$ cat src/rtl/mem_access_unit_pkg.sv
// mem_access_unit_pkg: shared definitions for the load/store front end.
//   - `WORD_SIZE (data/address width, 32)
//   - load/store opcode constants
//   - 2-bit FSM state encoding
//   - opcode classification and alignment helpers
`ifndef WORD_SIZE
`define WORD_SIZE 32
`endif

package mem_access_unit_pkg;

  localparam logic [5:0] OP_LB  = 6'h20;
  localparam logic [5:0] OP_LH  = 6'h21;
  localparam logic [5:0] OP_LW  = 6'h23;
  localparam logic [5:0] OP_LBU = 6'h24;
  localparam logic [5:0] OP_LHU = 6'h25;
  localparam logic [5:0] OP_SB  = 6'h28;
  localparam logic [5:0] OP_SH  = 6'h29;
  localparam logic [5:0] OP_SW  = 6'h2B;

  typedef enum logic [1:0] {
    ST_IDLE     = 2'd0,
    ST_LD_WAIT  = 2'd1,
    ST_RMW_WAIT = 2'd2,
    ST_RESP     = 2'd3
  } state_t;

  function automatic logic is_load(input logic [5:0] op);
    return (op == OP_LB) || (op == OP_LH) || (op == OP_LW) ||
           (op == OP_LBU) || (op == OP_LHU);
  endfunction

  function automatic logic is_store(input logic [5:0] op);
    return (op == OP_SB) || (op == OP_SH) || (op == OP_SW);
  endfunction

  // Halves need an even address, words need a 4-byte aligned address.
  function automatic logic misaligned(input logic [5:0] op, input logic [1:0] lo);
    case (op)
      OP_LH, OP_LHU, OP_SH: return lo[0];
      OP_LW, OP_SW:         return lo != 2'b00;
      default:              return 1'b0;
    endcase
  endfunction

endpackage

$ cat src/rtl/mem_access_unit_lane_align.sv
// lane_align: combinational byte-lane handling for mem_access_unit.
//   opcode    in  6          selects size and sign
//   addr_lo   in  2          Address[1:0], little-endian lane select
//   rdata     in  WORD_SIZE  word read from memory
//   wdata     in  WORD_SIZE  store data (low byte/half used for sb/sh)
//   load_data out WORD_SIZE  extracted and sign/zero-extended load value
//   merged    out WORD_SIZE  rdata with the addressed lane replaced (sb/sh)
module lane_align
  import mem_access_unit_pkg::*;
(
  input  logic [5:0]            opcode,
  input  logic [1:0]            addr_lo,
  input  logic [`WORD_SIZE-1:0] rdata,
  input  logic [`WORD_SIZE-1:0] wdata,
  output logic [`WORD_SIZE-1:0] load_data,
  output logic [`WORD_SIZE-1:0] merged
);

  logic [4:0]  bshift;
  logic [7:0]  rbyte;
  logic [15:0] rhalf;

  always_comb begin
    bshift = {addr_lo, 3'b000};
    rbyte  = rdata[bshift +: 8];
    rhalf  = addr_lo[1] ? rdata[31:16] : rdata[15:0];

    case (opcode)
      OP_LB:   load_data = {{24{rbyte[7]}}, rbyte};
      OP_LBU:  load_data = {24'h0, rbyte};
      OP_LH:   load_data = {{16{rhalf[15]}}, rhalf};
      OP_LHU:  load_data = {16'h0, rhalf};
      default: load_data = rdata;
    endcase

    merged = rdata;
    case (opcode)
      OP_SB: merged[bshift +: 8] = wdata[7:0];
      OP_SH: begin
        if (addr_lo[1]) merged[31:16] = wdata[15:0];
        else            merged[15:0]  = wdata[15:0];
      end
      default: merged = rdata;
    endcase
  end

endmodule

$ cat src/rtl/mem_access_unit.sv
// mem_access_unit: byte-addressed load/store front end over a word memory.
//   clk, rst_n            clock, synchronous active-low reset
//   MemRead, MemWrite     datapath request strobes
//   opcode                lb/lh/lw/lbu/lhu/sb/sh/sw
//   Address, WriteData    byte address and store data (held while stalled)
//   LoadData              registered, extended load result
//   Stall                 datapath must hold this cycle
//   AddrErr               one-cycle error pulse
//   mem_read, mem_write   memory strobes
//   mem_addr, mem_wdata   word index and write data to memory
//   mem_rdata             memory read data (valid the cycle after mem_read)
module mem_access_unit
  import mem_access_unit_pkg::*;
#(
  parameter int unsigned MEM_DEPTH_LOG2 = 10
) (
  input  logic                  clk,
  input  logic                  rst_n,
  input  logic                  MemRead,
  input  logic                  MemWrite,
  input  logic [5:0]            opcode,
  input  logic [`WORD_SIZE-1:0] Address,
  input  logic [`WORD_SIZE-1:0] WriteData,
  output logic [`WORD_SIZE-1:0] LoadData,
  output logic                  Stall,
  output logic                  AddrErr,
  output logic                  mem_read,
  output logic                  mem_write,
  output logic [`WORD_SIZE-1:0] mem_addr,
  output logic [`WORD_SIZE-1:0] mem_wdata,
  input  logic [`WORD_SIZE-1:0] mem_rdata
);

  state_t state, state_nx;
  logic [`WORD_SIZE-1:0] ld_ext;
  logic [`WORD_SIZE-1:0] merged;
  logic                  legal;
  logic                  err;
  logic                  unused_addr_hi;

  lane_align u_lane_align (
    .opcode    (opcode),
    .addr_lo   (Address[1:0]),
    .rdata     (mem_rdata),
    .wdata     (WriteData),
    .load_data (ld_ext),
    .merged    (merged)
  );

  // Bits above the word index wrap and are deliberately ignored.
  assign unused_addr_hi = ^Address[`WORD_SIZE-1:MEM_DEPTH_LOG2+2];

  always_comb begin
    mem_addr = '0;
    mem_addr[MEM_DEPTH_LOG2-1:0] = Address[MEM_DEPTH_LOG2+1:2];
    // The RMW write reuses the same index; only the data differs.
    mem_wdata = (state == ST_RMW_WAIT) ? merged : WriteData;
  end

  always_comb begin
    Stall     = 1'b0;
    AddrErr   = 1'b0;
    mem_read  = 1'b0;
    mem_write = 1'b0;
    state_nx  = state;
    // The strobe must match the opcode class: a load opcode with MemWrite
    // (or vice versa) is treated as an unknown access.
    legal = MemRead ? is_load(opcode) : is_store(opcode);
    err   = (MemRead || MemWrite) &&
            ((MemRead && MemWrite) || !legal || misaligned(opcode, Address[1:0]));

    case (state)
      ST_IDLE: begin
        if (err) begin
          AddrErr = 1'b1;
        end else if (MemWrite && opcode == OP_SW) begin
          mem_write = 1'b1;
        end else if (MemRead) begin
          mem_read = 1'b1;
          Stall    = 1'b1;
          state_nx = ST_LD_WAIT;
        end else if (MemWrite) begin
          mem_read = 1'b1;
          Stall    = 1'b1;
          state_nx = ST_RMW_WAIT;
        end
      end
      ST_LD_WAIT: begin
        Stall    = 1'b1;
        state_nx = ST_RESP;
      end
      ST_RMW_WAIT: begin
        mem_write = 1'b1;
        Stall     = 1'b1;
        state_nx  = ST_RESP;
      end
      default: state_nx = ST_IDLE;
    endcase

    if (!rst_n) begin
      Stall     = 1'b0;
      AddrErr   = 1'b0;
      mem_read  = 1'b0;
      mem_write = 1'b0;
    end
  end

  always_ff @(posedge clk) begin
    if (!rst_n) begin
      state    <= ST_IDLE;
      LoadData <= '0;
    end else begin
      state <= state_nx;
      if (state == ST_LD_WAIT) LoadData <= ld_ext;
    end
  end

endmodule

$ cat config.mk
export PLATFORM = sky130hd
export DESIGN_NAME = mem_access_unit
export DESIGN_NICKNAME = d
export VERILOG_FILES = /design/src/rtl/mem_access_unit_pkg.sv /design/src/rtl/mem_access_unit_lane_align.sv /design/src/rtl/mem_access_unit.sv
export SDC_FILE = /design/constraint.sdc
export NUM_CORES = 1
export LEC_CHECK = 0
export BUFFER_PORTS_ARGS = -buffer_cell sky130_fd_sc_hd__buf_2
export CAP_MARGIN = 15
export CORE_MARGIN = 3
export CORE_UTILIZATION = 47
export DETAILED_ROUTE_END_ITERATION = 6
export PLACE_DENSITY = 0.93
export SYNTH_ARGS = -nofsm -noshare
export SYNTH_HDL_FRONTEND = slang
export SYNTH_SLANG_ARGS = --single-unit
$ cat constraint.sdc
create_clock -name clk -period 5.2 [get_ports clk]
set_input_delay 0.26 -clock clk [delete_from_list [all_inputs] [get_ports clk]]
set_output_delay 0.26 -clock clk [all_outputs]
set_load 0.03 [all_outputs]
==> flow_metrics.tcl <==
set metrics [dict create \
    die_w_um 89.1 \
    syn_inst 417 \
    viasPerCell 6.19 \
    r2r_start "state[1]$_SDFFE_PN0P_" \
    max-vdd-ir-drop_mv 0.194 \
    finalMaxSlewViolations 0 \
    first_iter_violations 366 \
    grt_max_degree 43 \
    period_needed_ns 3.20 \
    cts_tree "yes" \
    vias 3751 \
    holdPathEnd "LoadData[7]$_SDFFE_PN0N_" \
    synth-seq-cells 34 \
    drv_cap 0 \
    io_pins 206 \
    final-hold-violation-count 0 \
    slowest_delay_ns 0.60 \
    synthToLayoutAreaGrowth_pct 18.8 \
    final_cell_mix "143 x buf_2, 35 x a21oi_1, 34 x dfxtp_1" \
    critPathCaptureType "output pin" \
    htree_num_levels 2 \
    first_pass_iters 6 \
    async_flop_share_pct 0 \
    die_area_um2 7940 \
    cts_root_buf "clkbuf_8" \
    antenna_cells 0 \
    cts.repair.resized 0 \
    synth_cell_types 59 \
    final.setup.tns_ns 0 \
    cts_buffers 5 \
    cts_hold_buf 0 \
    io_buffers 143 \
    power.density_nw_per_um2 325 \
    worst-r2r-setup-slack_ns 2.87 \
    rsz0062_at_grt "no" \
    worstReg2RegEnd "LoadData[9]$_SDFFE_PN0N_" \
    yosysWarnings 0 \
    fin_worst_skew_ns 0.00640 \
    synth-edff-count 0 \
    gp_congestion 0.935 \
    setup.worst_path.class "primary input to output pin" \
    post_cts_buffers 0 \
    clock-sinks 34 \
    coreArea_um2 6530 \
    tightest_slew_ns 1.14 \
    post_drt_wl_per_cell_um 18.5 \
    required_ns 4.94 \
    crit_arrival_ns 2.94 \
    num_rows 29 \
    start_kind "primary input" \
    netlist_area_um2 3250 \
    setup_violations 0 \
    synthFlopType "dfxtp_1" \
    overflow 0 \
    fmax_ghz 0.313 \
    path_clk_slew_ns 0.07 \
    fp.dieH_um 89.1 \
    min_delay_path_depth 3 \
    antenna_found_initial 0 \
    critPathMaxFanout 25 \
    cts.path.max_buffers 2 \
    max_slew_margin_pct 24.1 \
    final_cell_area_um2 3860 \
    layout_commonest_cell "buf_2" \
    drc 0 \
    wirelength_um 11200 \
    final_layout_size_suffix_gt1_share_pct 32.9 \
    cpMaxStageDelayCell "o21ai_1" \
    avgSynthCellArea_um2 7.79 \
    placed_cell_area_um2 3750 \
    reg2regPathDepth 5 \
    total_power_w 0.00125 \
    p_leak_nw 1.88 \
    hp-start "mem_rdata[7]" \
    dpl.hpwl_um 8610 \
    path_cells "buf_2 > inv_1 > ha_1 > nor4b_1 > a21boi_0 > o21ai_1 > a22o_1 > buf_2" \
    fillCellCount 591 \
    grt_pass1_wl_um 17100 \
    antenna_left 0 \
    finalNetCount 643 \
    grt_util_all_layers_pct 27.4 \
    yosysSeqAreaShare_pct 21.0 \
    grt_pass1_vias 3502 \
    start_util_pct 49.7 \
    path_common_cell "buf_2" \
    clk_latency_ns 0.29 \
    post-route-period-util_pct 61.5 \
    min_path_type "primary input to flop" \
    outcome "completed" \
]
[cell usage after synthesis, types with 3 or more instances]
cell / n / area (µm²)
a211o_1: 14 / 123
a21oi_1: 35 / 175
a21oi_2: 10 / 87.6
a221o_1: 8 / 80.1
a22o_1: 14 / 123
a22oi_1: 8 / 60.1
a32o_1: 7 / 70.1
buf_1: 3 / 11.3
buf_2: 6 / 30.0
buf_4: 32 / 240
buf_6: 4 / 45.0
clkbuf_1: 16 / 60.1
dfxtp_1: 34 / 681
ha_1: 9 / 113
inv_1: 16 / 60.1
mux2i_1: 11 / 110
nand2_1: 31 / 116
nand2b_1: 12 / 75.1
nand3_1: 19 / 95.1
nor2_1: 18 / 67.6
nor2b_1: 19 / 119
o211ai_1: 7 / 52.6
o21ai_0: 23 / 115
o2bb2ai_1: 6 / 52.6
o31ai_1: 8 / 60.1
[stage by stage]
| stage | setup WS, ns | utilization, % | instances | hold WS, ns |
|---|---|---|---|---|
| finish | 2.00 | 59.0 | 606 | 0.256 |
| global route | 1.86 | 59.0 | 606 | 0.262 |
| CTS | 2.05 | 58.9 | 605 | 0.249 |
| detailed placement | 2.04 | 57.5 | 597 | 0.454 |
| global placement | 2.07 | 57.5 | 597 | 0.449 |
| floorplan | 2.78 | - | 438 | 0.394 |
[flip-flops by register name (all words and copies together) (netlist names)]
name,flops
LoadData,32
state,2
[worst max-delay path by stage]
| stage | start | end | slack [ns] | depth (start not counted) |
|---|---|---|---|---|
| final | Address[1] | mem_wdata[4] | 2.00 | 8 |
| after global routing | Address[1] | mem_wdata[4] | 1.86 | 8 |
| after CTS | Address[1] | mem_wdata[4] | 2.05 | 8 |
| after detailed placement | Address[1] | mem_wdata[4] | 2.04 | 8 |
| after global placement | Address[1] | mem_wdata[4] | 2.07 | 8 |
| after floorplan | Address[1] | mem_wdata[14] | 2.78 | 9 |
[critical path: cells and delay by family]
family | cells | cell delay, ns
AOI/OAI and AO/OA | 3 | 0.99
buffers and inverters | 3 | 0.90
adders and majority gates | 1 | 0.50
and+or+nand+nor | 1 | 0.28
[area by class of cell]
class / count / area (µm²) / share of cell area [%]
flip-flops and latches: 34 / 681 / 17.7
clock buffers: 7 / 86.3 / 2.24
well taps: 77 / 96.3 / 2.50
clock inverters: 1 / 5.00 / 0.130
multi-input cells: 326 / 2190 / 56.9
inverters: 16 / 60.1 / 1.56
repair buffers: 145 / 734 / 19.0
[cell families after synthesis]
logic type | count (synthesis) | share of synthesized area [%]
AO/OA/AOI/OAI | 159 | 35.8
AND/OR/NAND/NOR | 122 | 21.0
buffers and inverters | 78 | 13.9
flip-flops | 34 | 21.0
multiplexers | 14 | 4.78
adder cells (fa/ha/maj) | 9 | 3.47
other | 1 | 0.115
[power by group]
group	switching, W	leakage, nW	internal (W)
clock network	0.0000985	0.0482	0.000107
logic	0.000494	1.56	0.000223
registers	0.0000235	0.276	0.000305
[per-layer routing]
layer,GRT usage [%],share of wire [%],up-vias
met5,0,0,-
li1,-,-,1716
met1,32.8,37,1725
met3,7.47,11,54
met4,13.7,4.4,0
met2,45.2,47,256
Power figures use the tool's default switching activity.
